## src/rtl/rv32_pkg.sv

```systemverilog
// Shared RV32 decode constants, memory-stage state type and store-lane helpers.
package rv32_pkg;

  localparam logic [6:0] OP_LOAD  = 7'b0000011;
  localparam logic [6:0] OP_STORE = 7'b0100011;

  localparam logic [2:0] F3_B  = 3'b000;
  localparam logic [2:0] F3_H  = 3'b001;
  localparam logic [2:0] F3_W  = 3'b010;
  localparam logic [2:0] F3_BU = 3'b100;
  localparam logic [2:0] F3_HU = 3'b101;

  typedef enum logic {MEM_IDLE, MEM_WAIT} mem_state_e;

  // Everything about an accepted access needed again when the ack returns.
  typedef struct packed {
    logic [2:0]  f3;
    logic [1:0]  alo;
    logic        is_store;
    logic [4:0]  wb_reg;
    logic        wb_en;
    logic [31:0] iw;
    logic [31:0] pc;
  } mem_hold_t;

  function automatic logic [3:0] be_for(input logic [2:0] f3, input logic [1:0] alo);
    case (f3)
      F3_B, F3_BU: be_for = 4'b0001 << alo;
      F3_H, F3_HU: be_for = 4'b0011 << alo;
      default:     be_for = 4'b1111;
    endcase
  endfunction

  function automatic logic [31:0] wdata_for(input logic [2:0] f3, input logic [31:0] d);
    case (f3)
      F3_B:    wdata_for = {4{d[7:0]}};
      F3_H:    wdata_for = {2{d[15:0]}};
      default: wdata_for = d;
    endcase
  endfunction

endpackage

```

## src/rtl/load_align.sv

```systemverilog
// Picks the addressed byte/halfword lane out of a load word and extends it.
module load_align
  import rv32_pkg::*;
(
  input  logic [31:0] rdata_i,
  input  logic [2:0]  f3_i,
  input  logic [1:0]  alo_i,
  output logic [31:0] data_o
);

  logic [31:0] sh;
  assign sh = rdata_i >> {alo_i, 3'b000};

  always_comb begin
    data_o = rdata_i;
    case (f3_i)
      F3_B:    data_o = {{24{sh[7]}}, sh[7:0]};
      F3_H:    data_o = {{16{sh[15]}}, sh[15:0]};
      F3_BU:   data_o = {24'd0, sh[7:0]};
      F3_HU:   data_o = {16'd0, sh[15:0]};
      default: data_o = rdata_i;
    endcase
  end

endmodule

```

## src/rtl/mem_stage.sv

```systemverilog
// RV32I memory stage: single-cycle pass-through, or one outstanding req/ack
// data-memory access with ack timeout, feeding writeback and decode forwarding.
module mem_stage
  import rv32_pkg::*;
#(
  parameter int ACK_TIMEOUT = 16,
  parameter int DMEM_AW     = 32
) (
  input  logic               clk,
  input  logic               reset,
  input  logic               valid_in,
  input  logic [31:0]        alu_in,
  input  logic [31:0]        iw_in,
  input  logic [31:0]        pc_in,
  input  logic [31:0]        rs2_data_in,
  input  logic               w_en_in,
  input  logic [4:0]         wb_reg_in,
  input  logic               wb_en_in,
  output logic               stall_out,
  output logic               mem_req,
  output logic               mem_we,
  output logic [DMEM_AW-1:0] mem_addr,
  output logic [3:0]         mem_be,
  output logic [31:0]        mem_wdata,
  input  logic [31:0]        mem_rdata,
  input  logic               mem_ack,
  output logic               valid_out,
  output logic [31:0]        iw_out,
  output logic [31:0]        pc_out,
  output logic [31:0]        wb_data_out,
  output logic [4:0]         wb_reg_out,
  output logic               wb_en_out,
  output logic               misalign_out,
  output logic               bus_err_out,
  output logic               df_mem_enable,
  output logic [4:0]         df_mem_reg,
  output logic [31:0]        df_mem_data
);

  localparam logic [7:0] TO_LAST = 8'(ACK_TIMEOUT - 1);

  mem_state_e         state_q, state_d;
  logic [7:0]         cnt_q, cnt_d;
  logic               req_q, req_d;
  logic               we_q, we_d;
  logic [DMEM_AW-1:0] addr_q, addr_d;
  logic [3:0]         be_q, be_d;
  logic [31:0]        wdata_q, wdata_d;
  mem_hold_t          hold_q, hold_d;
  logic               vld_q, vld_d;
  logic [31:0]        iw_q, iw_d, pc_q, pc_d, wbd_q, wbd_d;
  logic [4:0]         wbr_q, wbr_d;
  logic               wbe_q, wbe_d, mis_q, mis_d, berr_q, berr_d;

  logic [6:0]  opc;
  logic [2:0]  f3;
  logic [1:0]  alo;
  logic        is_load, is_store, is_mem, misal;
  logic [31:0] ld_data;

  assign opc = iw_in[6:0];
  assign f3  = iw_in[14:12];
  assign alo = alu_in[1:0];

  always_comb begin
    is_load  = 1'b0;
    is_store = 1'b0;
    if (opc == OP_LOAD)
      is_load = (f3 == F3_B) || (f3 == F3_H) || (f3 == F3_W) || (f3 == F3_BU) || (f3 == F3_HU);
    if (opc == OP_STORE && w_en_in)
      is_store = (f3 == F3_B) || (f3 == F3_H) || (f3 == F3_W);
  end

  assign is_mem = is_load | is_store;
  assign misal  = (((f3 == F3_H) || (f3 == F3_HU)) && alo[0]) ||
                  ((f3 == F3_W) && (alo != 2'b00));

  load_align u_load_align (
    .rdata_i (mem_rdata),
    .f3_i    (hold_q.f3),
    .alo_i   (hold_q.alo),
    .data_o  (ld_data)
  );

  always_comb begin
    state_d = state_q;
    cnt_d   = cnt_q;
    req_d   = req_q;
    we_d    = we_q;
    addr_d  = addr_q;
    be_d    = be_q;
    wdata_d = wdata_q;
    hold_d  = hold_q;
    vld_d   = 1'b0;
    iw_d    = iw_q;
    pc_d    = pc_q;
    wbd_d   = wbd_q;
    wbr_d   = wbr_q;
    wbe_d   = wbe_q;
    mis_d   = 1'b0;
    berr_d  = 1'b0;
    case (state_q)
      MEM_IDLE: begin
        if (valid_in) begin
          if (!is_mem) begin
            vld_d = 1'b1;
            iw_d  = iw_in;
            pc_d  = pc_in;
            wbd_d = alu_in;
            wbr_d = wb_reg_in;
            wbe_d = wb_en_in;
          end else if (misal) begin
            mis_d = 1'b1;
          end else begin
            state_d = MEM_WAIT;
            cnt_d   = 8'd0;
            req_d   = 1'b1;
            we_d    = is_store;
            addr_d  = {alu_in[DMEM_AW-1:2], 2'b00};
            be_d    = be_for(f3, alo);
            wdata_d = wdata_for(f3, rs2_data_in);
            hold_d  = '{f3: f3, alo: alo, is_store: is_store, wb_reg: wb_reg_in,
                        wb_en: wb_en_in, iw: iw_in, pc: pc_in};
          end
        end
      end
      MEM_WAIT: begin
        // Ack is tested first so it beats a timeout landing on the same cycle.
        if (mem_ack) begin
          state_d = MEM_IDLE;
          req_d   = 1'b0;
          vld_d   = 1'b1;
          iw_d    = hold_q.iw;
          pc_d    = hold_q.pc;
          wbr_d   = hold_q.wb_reg;
          wbe_d   = hold_q.wb_en & ~hold_q.is_store;
          wbd_d   = hold_q.is_store ? 32'd0 : ld_data;
        end else if (cnt_q == TO_LAST) begin
          state_d = MEM_IDLE;
          req_d   = 1'b0;
          berr_d  = 1'b1;
        end else begin
          cnt_d = cnt_q + 8'd1;
        end
      end
      default: state_d = MEM_IDLE;
    endcase
  end

  always_ff @(posedge clk or negedge reset) begin
    if (!reset) begin
      state_q <= MEM_IDLE;
      cnt_q   <= 8'd0;
      req_q   <= 1'b0;
      we_q    <= 1'b0;
      addr_q  <= '0;
      be_q    <= 4'd0;
      wdata_q <= 32'd0;
      hold_q  <= '0;
      vld_q   <= 1'b0;
      iw_q    <= 32'd0;
      pc_q    <= 32'd0;
      wbd_q   <= 32'd0;
      wbr_q   <= 5'd0;
      wbe_q   <= 1'b0;
      mis_q   <= 1'b0;
      berr_q  <= 1'b0;
    end else begin
      state_q <= state_d;
      cnt_q   <= cnt_d;
      req_q   <= req_d;
      we_q    <= we_d;
      addr_q  <= addr_d;
      be_q    <= be_d;
      wdata_q <= wdata_d;
      hold_q  <= hold_d;
      vld_q   <= vld_d;
      iw_q    <= iw_d;
      pc_q    <= pc_d;
      wbd_q   <= wbd_d;
      wbr_q   <= wbr_d;
      wbe_q   <= wbe_d;
      mis_q   <= mis_d;
      berr_q  <= berr_d;
    end
  end

  assign stall_out     = (state_q == MEM_WAIT);
  assign mem_req       = req_q;
  assign mem_we        = we_q;
  assign mem_addr      = addr_q;
  assign mem_be        = be_q;
  assign mem_wdata     = wdata_q;
  assign valid_out     = vld_q;
  assign iw_out        = iw_q;
  assign pc_out        = pc_q;
  assign wb_data_out   = wbd_q;
  assign wb_reg_out    = wbr_q;
  assign wb_en_out     = wbe_q;
  assign misalign_out  = mis_q;
  assign bus_err_out   = berr_q;
  assign df_mem_enable = vld_q & wbe_q & (wbr_q != 5'd0);
  assign df_mem_reg    = wbr_q;
  assign df_mem_data   = wbd_q;

endmodule

```

## config.mk

```make
export PLATFORM = sky130hd
export DESIGN_NAME = mem_stage
export DESIGN_NICKNAME = d
export VERILOG_FILES = /design/src/rtl/rv32_pkg.sv /design/src/rtl/load_align.sv /design/src/rtl/mem_stage.sv
export SDC_FILE = /design/constraint.sdc
export NUM_CORES = 1
export LEC_CHECK = 0
export CAP_MARGIN = 25
export CORE_MARGIN = 4
export CORE_UTILIZATION = 51
export CTS_CLUSTER_DIAMETER = 100
export CTS_CLUSTER_SIZE = 12
export DETAILED_ROUTE_END_ITERATION = 16
export PLACE_DENSITY = 0.88
export REMOVE_ABC_BUFFERS = 1
export SKIP_LAST_GASP = 1
export SLEW_MARGIN = 20
export SYNTH_ARGS = -nofsm -noshare
export SYNTH_HDL_FRONTEND = slang
export SYNTH_SLANG_ARGS = --single-unit
export TNS_END_PERCENT = 30
```

## constraint.sdc

```tcl
create_clock -name clk -period 3.13 [get_ports clk]
set_input_delay 0.4695 -clock clk [delete_from_list [all_inputs] [get_ports clk]]
set_output_delay 0.4695 -clock clk [all_outputs]
set_load 0.05 [all_outputs]
```

==> reports/metrics.cfg, run 1 <==
[global_route]
grt_pass1_vias = 9779
grt_util_all_layers = 0.2573
grt_max_degree = 82
globalRouteOverflowTotal = 0
antenna_found_initial = 0
grt_pass1_wl_mm = 54.80

[route]
vias_per_cell = 5.626
route.detailed.wl_per_inst_um = 22.44
drt_iter0_drc = 460
drc_errors = 0
vias = 8906
drt-total-wl_mm = 35.52
ant_nets = 0
drt_first_pass_iters = 5

[power_and_ir_drop]
p_leak_nw = 7.704
powerDensity_mw_per_mm2 = 502.3
finalPower_w = 0.008600
vdd_drop_max_mv = 0.4193

[critical_path]
reg2reg_slack_ns = 0.96
criticalPathCategory = flop to output port
timing.critical_path.buf_inv = 1
reg2reg_depth = 4
critPathLaunchType = flop
endpoint_kind = output port
crit_required_ns = 2.66
path_max_fanout = 4
slowest_delay_ns = 0.72
crit_chain = or3_1 > o311a_1 > clkdlybuf4s50_1
rr_endpoint = df_mem_data[11]$_DFFE_PN0P_
arrival_ns = 2.38
cp_top_family = buffers and inverters
timing.rr.start = hold_q[71]$_DFFE_PN0P_
worst_path_max_delay_cell = clkdlybuf4s50_1

[cells_and_area]
finalNetCount = 1435
final_core_util = 0.7208
area_growth_pct = 37.34
regMostFlops = hold_q
n_antenna_cell = 0
largest_reg_flops = 73
drive_gt1_frac = 0.2848
final_area_mm2 = 0.01712

[floorplan]
pin_count = 385
placementRows = 56
die_h_um = 164.3
core_mm2 = 0.02375
dieArea_mm2 = 0.02701
initial_core_util = 0.5248
die_width_um = 164.3

[yosys]
synth-warning-count = 0
synth-seq-cells = 254
yosysUniqueCellTypes = 60
synth.top_cells.by_area = dfrtp_1 51%, mux2_2 20%, mux2_4 7.3%
synth.top_cell.area_share = 0.5099
mappedNetlistArea_mm2 = 0.01247
seq_area_frac_synth = 0.5099
synthArstFlopShare = 1.000
yosysMostFrequentCell = dfrtp_1
synth_cells = 922
synth_edf_count = 0
synth_area_per_cell_um2 = 13.52
yosysTopAreaCell = dfrtp_1
yosys-top-cells-count = 254 x dfrtp_1, 225 x mux2_2, 61 x mux2_4
yosys_most_used_dff = dfrtp_1

[clock_tree]
cts_hold_buf = 1
cts_root_buffer = clkbuf_16
cts_buffers = 25
cts_sinks = 254
insertion_delay_ns = 0.52
clk_pin_slew_ns = 0.06
clockBufferDepth = 3
cts_resized = 0
tritoncts = yes
postCtsSetupBuffers = 0
ctsHtreeMaxLevel = 1

[sta]
hold_viol = 0
slew_viol_final = 0
tns_ns = 0
grt_setup_unrepaired = no
finalCriticalPeriod_ns = 2.851
finClkSkew_ns = 0.01192
layout_setup_ws_ns = 0.2792
period_share = 0.9108
setup_viol_count_final = 0
tightest_slew_ns = 0.9630
slew_headroom = 0.3580
max_freq_ghz = 0.3508

[hold_path]
whs_path_depth = 1
worstHoldPathType = flop to flop
min_to = hold_q[32]$_DFFE_PN0P_
hp-start = hold_q[32]$_DFFE_PN0P_

[place]
hpwl_mm = 25.90
port_buffers = 382
dp_slack_ns = 0.1964
gp_congestion = 0.8108
post_dp_cell_area_mm2 = 0.01645

[flow_run]
cap_violations = 0

[outcome]
status = finished clean

per-layer routing:
layer	vias to the layer above	routed length [um]	GRT usage	share of wire
met1	4405	13530	0.3109	0.38
met3	80	2799	0.06499	0.079
met4	0	1285	0.09035	0.036
met2	414	17910	0.4474	0.50
met5	-	0	0	0
li1	4007	-	-	-
area by class of cell:
type,instances,area [um2]
clock buffers,26,629.4
clock inverters,2,31.28
fillers,1573,6633
inverters,13,48.80
multi-input cells,552,5470
flip-flops and latches,254,6360
well taps,319,399.1
repair buffers,417,4182
metrics by stage:
step	std cells	hold WS, ns
2_1_floorplan	819	0.1739
3_3_place_gp	1554	0.4440
3_5_place_dp	1554	0.4546
4_1_cts	1583	0.4722
5_1_grt	1583	0.4847
6_report	1583	0.4644
how the worst max path moves through the flow:
stage,startpoint,end,depth (start not counted)
final,df_mem_reg[1]$_DFFE_PN0P_,df_mem_enable,3
after global routing,df_mem_reg[1]$_DFFE_PN0P_,df_mem_enable,3
after CTS,df_mem_reg[1]$_DFFE_PN0P_,df_mem_enable,3
after detailed placement,iw_in[13],mem_wdata[24]$_DFFE_PN0P_,8
after global placement,iw_in[13],mem_wdata[17]$_DFFE_PN0P_,8
after floorplan,stall_out$_DFF_PN0_,df_mem_reg[0]$_DFFE_PN0P_,3
layout by cell type, fill, tap and decap left out, types with 2 or more instances in the layout:
cell type and instances:
o211ai_1 16, nand2_1 11, a211oi_1 10, nand4_1 2, a22oi_1 16, or4bb_1 2
mux2_4 61, or3_1 2, buf_12 7, inv_1 13, o21ai_0 3, nor2_1 18
nand2b_1 8, a21oi_1 13, o211a_1 7, nor2b_1 12, xnor2_1 2, o21bai_1 2
and2_1 20, conb_1 2, clkdlybuf4s50_1 381, o311ai_0 2, a21o_1 2, dfrtp_1 253
nor3_1 2, a32oi_1 7, nor3b_1 2, buf_4 27, nand3_1 4, xor2_1 2
mux2i_1 35, mux2_2 225, a2bb2oi_1 16, clkbuf_16 25, nand3b_1 2, and3_1 6
o221ai_1 15
kinds of logic (layout without fill, tap and decap cells):
family	Yosys count	in the layout	synth area share
multiplexers	323	323	0.3075
adder cells (fa/ha/maj)	1	1	0.001004
XOR/XNOR	4	4	0.002811
AND/OR/NAND/NOR	100	100	0.04788
buffers and inverters	117	458	0.05370
AO/OA/AOI/OAI	122	122	0.07689
other	1	2	0.0003008
flip-flops	254	254	0.5099
power by group:
group / switching [W] / internal [W] / total [W]
Combinational: 0.00132 / 0.000925 / 0.00225
Sequential: 0.000188 / 0.00353 / 0.00372
Clock: 0.00121 / 0.00143 / 0.00264
Note: power is estimated with default switching activity, not from simulation.
==> run 2, diff against run 1 <==
--- a/config.mk
+++ b/config.mk
@@ -7,11 +7,11 @@
 export LEC_CHECK = 0
 export CAP_MARGIN = 25
 export CORE_MARGIN = 4
-export CORE_UTILIZATION = 51
+export CORE_UTILIZATION = 45
 export CTS_CLUSTER_DIAMETER = 100
 export CTS_CLUSTER_SIZE = 12
 export DETAILED_ROUTE_END_ITERATION = 16
-export PLACE_DENSITY = 0.88
+export PLACE_DENSITY = 0.79
 export REMOVE_ABC_BUFFERS = 1
 export SKIP_LAST_GASP = 1
 export SLEW_MARGIN = 20
==> reports/metrics.cfg, run 2 (synthesis gave the netlist of run 1 again) <==
[place]
port_buffers = 382  ; unchanged
gp_congestion = 0.7931  ; -2.2%
dp.cells = 1603  ; +3.2%
hpwl_mm = 25.26  ; -2.5%
post_dp_cell_area_mm2 = 0.01651  ; +0.37%

[cells_and_area]
regMostFlops = hold_q
final_common_cell = clkdlybuf4s50_1
finalNetCount = 1431  ; -0.28%
drive_gt1_frac = 0.2825  ; -0.002270
n_antenna_cell = 0  ; unchanged
final_cells = 1632  ; +3.1%
largest_reg_flops = 73  ; unchanged
area_growth_pct = 37.83
final_cell_mix = 381 x clkdlybuf4s50_1, 253 x dfrtp_1, 225 x mux2_2
n_fill_cell = 2098  ; +33%
final_area_mm2 = 0.01718  ; +0.36%

[clock_tree]
tritoncts = yes
cts_root_buffer = clkbuf_16
cts_hold_buf = 1  ; unchanged
postCtsSetupBuffers = 0  ; unchanged
cts_buffers = 25  ; unchanged
clockBufferDepth = 3  ; unchanged
insertion_delay_ns = 0.53  ; about the same
ctsHtreeMaxLevel = 1  ; unchanged
cts_sinks = 254  ; unchanged
cts_resized = 0  ; unchanged
clk_pin_slew_ns = 0.06  ; about the same

[sta]
hold_viol = 0  ; unchanged
setup_viol_count_final = 0  ; unchanged
slew_headroom = 0.3681  ; +0.01015
slew_viol_final = 0  ; unchanged
period_share = 0.9114  ; about the same
max_freq_ghz = 0.3506  ; about the same
finClkSkew_ns = 0.01863  ; +0.006713 ns
tns_ns = 0  ; unchanged
finalCriticalPeriod_ns = 2.853  ; +0.001795 ns
grt_setup_unrepaired = no
tightest_slew_ns = 0.9478  ; -0.01522 ns

[global_route]
antenna_found_initial = 0  ; unchanged
grt_pass1_vias = 9487  ; -3.0%
grt_max_degree = 88  ; +7.3%
globalRouteOverflowTotal = 0  ; unchanged
grt_pass1_wl_mm = 55.01  ; +0.38%
grt_util_all_layers = 0.2246  ; -0.03273

[power_and_ir_drop]
p_switching_w = 0.002723  ; +0.19%
p_int_w = 0.005880  ; about the same
vdd_drop_max_mv = 0.4203  ; +0.23%
comb_power_share = 0.261  ; about the same
sequentialPowerShare = 0.431  ; about the same
p_leak_nw = 7.691  ; -0.16%
p_clk_frac = 0.308  ; about the same
powerDensity_mw_per_mm2 = 500.7  ; -0.31%
sw_frac_of_total = 0.3165  ; +0.0004800

[critical_path]
arrival_ns = 2.38  ; about the same
crit_required_ns = 2.66  ; about the same
path_max_fanout = 4  ; unchanged
endpoint_kind = output port
timing.rr.start = stall_out$_DFF_PN0_
criticalPathCategory = flop to output port
critPathLaunchType = flop
crit_start = df_mem_reg[1]$_DFFE_PN0P_

[route]
vias = 8858  ; -0.54%
drt_iter0_drc = 516  ; +12%
drc_errors = 0  ; unchanged
vias_per_cell = 5.428  ; -3.5%
drt_first_pass_iters = 6  ; +1
ant_nets = 0  ; unchanged
route.detailed.wl_per_inst_um = 21.55  ; -4.0%
drt-total-wl_mm = 35.16  ; -1.0%

[hold_path]
hp-start = hold_q[33]$_DFFE_PN0P_
worstHoldPathType = flop to flop

[flow_run]
cap_violations = 0  ; unchanged

[floorplan]
initial_core_util = 0.4600  ; -0.06484
placementRows = 60  ; +7.1%
die_h_um = 174.4  ; +6.1%
pin_count = 385  ; unchanged
die_width_um = 174.4  ; +6.1%
core_mm2 = 0.02710  ; +14%
dieArea_mm2 = 0.03043  ; +13%

[outcome]
status = finished clean

## run 2: changes by cell type in the layout (fill, tap and decap cells not counted), sizes merged
cell  previous run  this run
buf             35        31
## run 2: per-stage QoR
stage / total power, W / hold slack, ns / setup slack, ns / util
finish: 0.008603 / 0.4672 / 0.2774 / 0.6340
global route: 0.008943 / 0.4955 / 0.2093 / 0.6340
CTS: 0.008713 / 0.4759 / 0.2454 / 0.6340
detailed placement: 0.006015 / 0.4587 / 0.2611 / 0.6092
global placement: 0.005980 / 0.4444 / 0.2868 / 0.6092
floorplan: 0.005029 / 0.1739 / -5.583 / -
## run 2: area by class of cell
class | count | area, um2 | share of cell area
clock inverter | 2 | 31.28 | 0.001821
tap | 372 | 465.4 | 0.02709
multi-input combinational | 552 | 5470 | 0.3184
inverter | 13 | 48.80 | 0.002840
sequential | 254 | 6360 | 0.3702
timing repair buffer | 413 | 4177 | 0.2431
clock buffer | 26 | 629.4 | 0.03663
## run 2: critical path, stage by stage, from the launching register on
cell and delay [ns]:
dfrtp_1 0.46, or3_1 0.39, o311a_1 0.31, clkdlybuf4s50_1 0.71
## run 2: worst paths after layout
kind                                        endpoint  cells after the start  slack [ns]
max                                    df_mem_enable                      3        0.28
min                           hold_q[33]$_DFFE_PN0P_                      1        0.47
max reg2reg                    hold_q[1]$_DFFE_PN0P_                      5        1.00
min reg2reg                   hold_q[33]$_DFFE_PN0P_                      1        0.47
max in group asynchronous     hold_q[60]$_DFFE_PN0P_                      3        1.68
min in group asynchronous  mem_wdata[17]$_DFFE_PN0P_                      2        0.53
## run 2: power by group through the flow
stage          logic (W)  registers, W  clock network (W)
2_1_floorplan   0.000463       0.00457                  0
3_3_place_gp     0.00223       0.00375                  0
3_5_place_dp     0.00226       0.00376                  0
4_1_cts          0.00227       0.00370            0.00274
5_1_grt          0.00235       0.00373            0.00286
6_report         0.00225       0.00370            0.00265
## run 2: per-layer routing
metal / global-route usage / part of all wire / vias to the layer above
li1: - / - / 3996
met1: 0.2745 / 0.40 / 4429
met2: 0.3762 / 0.48 / 352
met3: 0.07155 / 0.085 / 81
met4: 0.07786 / 0.038 / 0
met5: 0 / 0 / -
==> run 3, diff against run 2 <==
--- a/config.mk
+++ b/config.mk
@@ -5,13 +5,14 @@
 export SDC_FILE = /design/constraint.sdc
 export NUM_CORES = 1
 export LEC_CHECK = 0
+export ABC_CLOCK_PERIOD_IN_PS = 3130
 export CAP_MARGIN = 25
 export CORE_MARGIN = 4
-export CORE_UTILIZATION = 45
+export CORE_UTILIZATION = 51
 export CTS_CLUSTER_DIAMETER = 100
 export CTS_CLUSTER_SIZE = 12
 export DETAILED_ROUTE_END_ITERATION = 16
-export PLACE_DENSITY = 0.79
+export PLACE_DENSITY = 0.88
 export REMOVE_ABC_BUFFERS = 1
 export SKIP_LAST_GASP = 1
 export SLEW_MARGIN = 20
==> results of run 3 <==
No change in the layout: final DEF, timing and power equal those of run 1.
==> patch, RTL diff (settings of run 2) <==
`DMEM_AW`: 32 -> 16.
--- a/src/rtl/mem_stage.sv
+++ b/src/rtl/mem_stage.sv
@@ -4,7 +4,7 @@
   import rv32_pkg::*;
 #(
   parameter int ACK_TIMEOUT = 16,
-  parameter int DMEM_AW     = 32
+  parameter int DMEM_AW     = 16
 ) (
   input  logic               clk,
   input  logic               reset,
Ports: changed (resized mem_addr); port bits go from 385 to 369. No check against the original RTL was run, so the function may have changed too.
==> patch against run 2 <==
Sequential cell count down 16; wire length down 6.7%; critical path depth unchanged; cell count up 0.67%; first-iteration DRC count up 5.8%; total power down 7.9%; global-route usage up 0.72 points; utilization up 0.40 points; worst setup slack better by 0.017 ns; area after synthesis down 10%; cell area down 9.4%; clock power down 8.3%; critical endpoint unchanged.
==> patch: results (changes against run 2) <==
| Metric | Value |
|---|---|
| GRT Overall Usage | 0.2318 (was 0.2246) |
| Avg WL per Cell | 19.97 µm (was 21.55 µm) |
| Rel. slew slack | 0.3127 (was 0.3681) |
| Placed cell area | 0.01495 mm² (was 0.01651 mm²) |
| Synth top area cells | dfrtp_1, mux2i_1, mux2_2 (was dfrtp_1, mux2_2, mux2_4) |
| Largest net degree at the start of global routing | 84 (was 88) |
| Vias in the first global route | 9084 (was 9487) |
| Gpl congestion | 0.8424 (was 0.7931) |
| Critical Path AT | 2.37 ns |
| Largest register FFs | 73 (unchanged) |
| Detailed placement HPWL | 23.96 mm (was 25.26 mm) |
| Root buffer cell | clkbuf_16 (unchanged) |
| Reg2Reg Depth | 5 (unchanged) |
| Total CTS buffers | 23 (was 25) |
| FF-to-FF setup slack | 0.55 ns (was 1.00 ns) |
| Reg-to-Reg End | df_mem_data[14] (was hold_q[1]) |
| Status | completed (unchanged) |
| Port-buffer cells | 366 (was 382) |
| Ratio of cells with drive above 1 in the final layout | 0.1236 (was 0.2825) |
| First-pass GRT wire length | 52.10 mm (was 55.01 mm) |
| Clock Skews | 0.006509 ns (was 0.01863 ns) |
| Antenna violations before repair | 0 (unchanged) |
| Largest Register | hold_q (unchanged) |
| 1st-iter DRT viols | 546 (was 516) |
| Tightest Hold Check Type | reg2reg (unchanged) |
| Clk Latency, worst-skew pair | 0.51 ns (was 0.53 ns) |
| Synth cell count leaders | dfrtp_1, nand2_1, o21ai_0 (was dfrtp_1, mux2_2, mux2_4) |
| Peak supply drop | 0.0003887 V (was 0.0004203 V) |
| NumNets Final | 1490 (was 1431) |
| Sequential fraction of the synthesis area | 0.5314 (was 0.5099) |
| Netlist cell types | 55 (was 60) |
| Leak | 6.688 nW (was 7.691 nW) |
| Worst r2r src | hold_q[71] (was stall_out) |
| Vias | 8879 (was 8858) |
## patch: changes by cell type in the layout (fill, tap and decap cells not counted), sizes merged, moves of 29 or more
cell and delta:
mux2i +66, nand2 +119, nor2 +29, a21oi +34
o21ai +114, mux2 -199
## patch: metrics by stage
stage	setup TNS (ns)	std cells	setup WS, ns	total power [mW]
floorplan	-1027.35	904	-7.276	4.610
global placement	0	1616	0.3288	5.521
detailed placement	0	1616	0.1870	5.552
CTS	0	1643	0.2853	8.013
global route	0	1643	0.2492	8.250
finish	0	1643	0.2939	7.920
## patch: metal layers
| layer | share of wire | global-route usage |
|---|---|---|
| met1 | 0.40 | 0.2911 |
| met2 | 0.49 | 0.3958 |
| met3 | 0.083 | 0.07094 |
| met4 | 0.024 | 0.05452 |
| met5 | 0 | 0 |
## patch: cell type report
cell class	count	area, µm²
Clock buffer	25	593.1
Multi-Input combinational cell	651	4593
Clock inverter	1	8.758
Fill cell	1970	8831
Timing Repair Buffer	389	3944
Sequential cell	238	5959
Inverter	15	56.30
Tap cell	324	405.4
## patch: worst min path at each step
stage               startpoint           to  slack [ns]  cells after the start
floorplan                reset  bus_err_out        0.17                      0
global placement    hold_q[33]   hold_q[33]        0.45                      1
detailed placement  hold_q[32]   hold_q[32]        0.46                      1
CTS                 hold_q[32]   hold_q[32]        0.47                      1
global route        hold_q[33]   hold_q[33]        0.49                      1
finish              hold_q[32]   hold_q[32]        0.47                      1
## patch: power by group
group          total [mW]  switching [mW]  internal [mW]
clock network        2.43            1.10           1.32
registers            3.46           0.160           3.30
logic                2.03            1.27          0.757
total                7.92            2.54           5.38
## patch: timing repair
action	in CTS	in global routing
gates resized for setup	0	0
endpoints found under the hold margin	79	0
hold buffers	1	0
buffers inserted	0	0
## patch: critical path: stages, from the launching register on
cell,delay [ns]
dfrtp_1,0.42
or3_1,0.40
o311a_1,0.30
clkdlybuf4s50_1,0.74
## patch: logic make-up after synthesis
family	after synthesis	synth area share
AOI/OAI and AO/OA	236	0.1322
muxes	190	0.1873
and+or+nand+nor	222	0.08653
DFF	238	0.5314
other	1	0.0003346
adders and majority gates	1	0.001116
buffers and inverters	121	0.06107
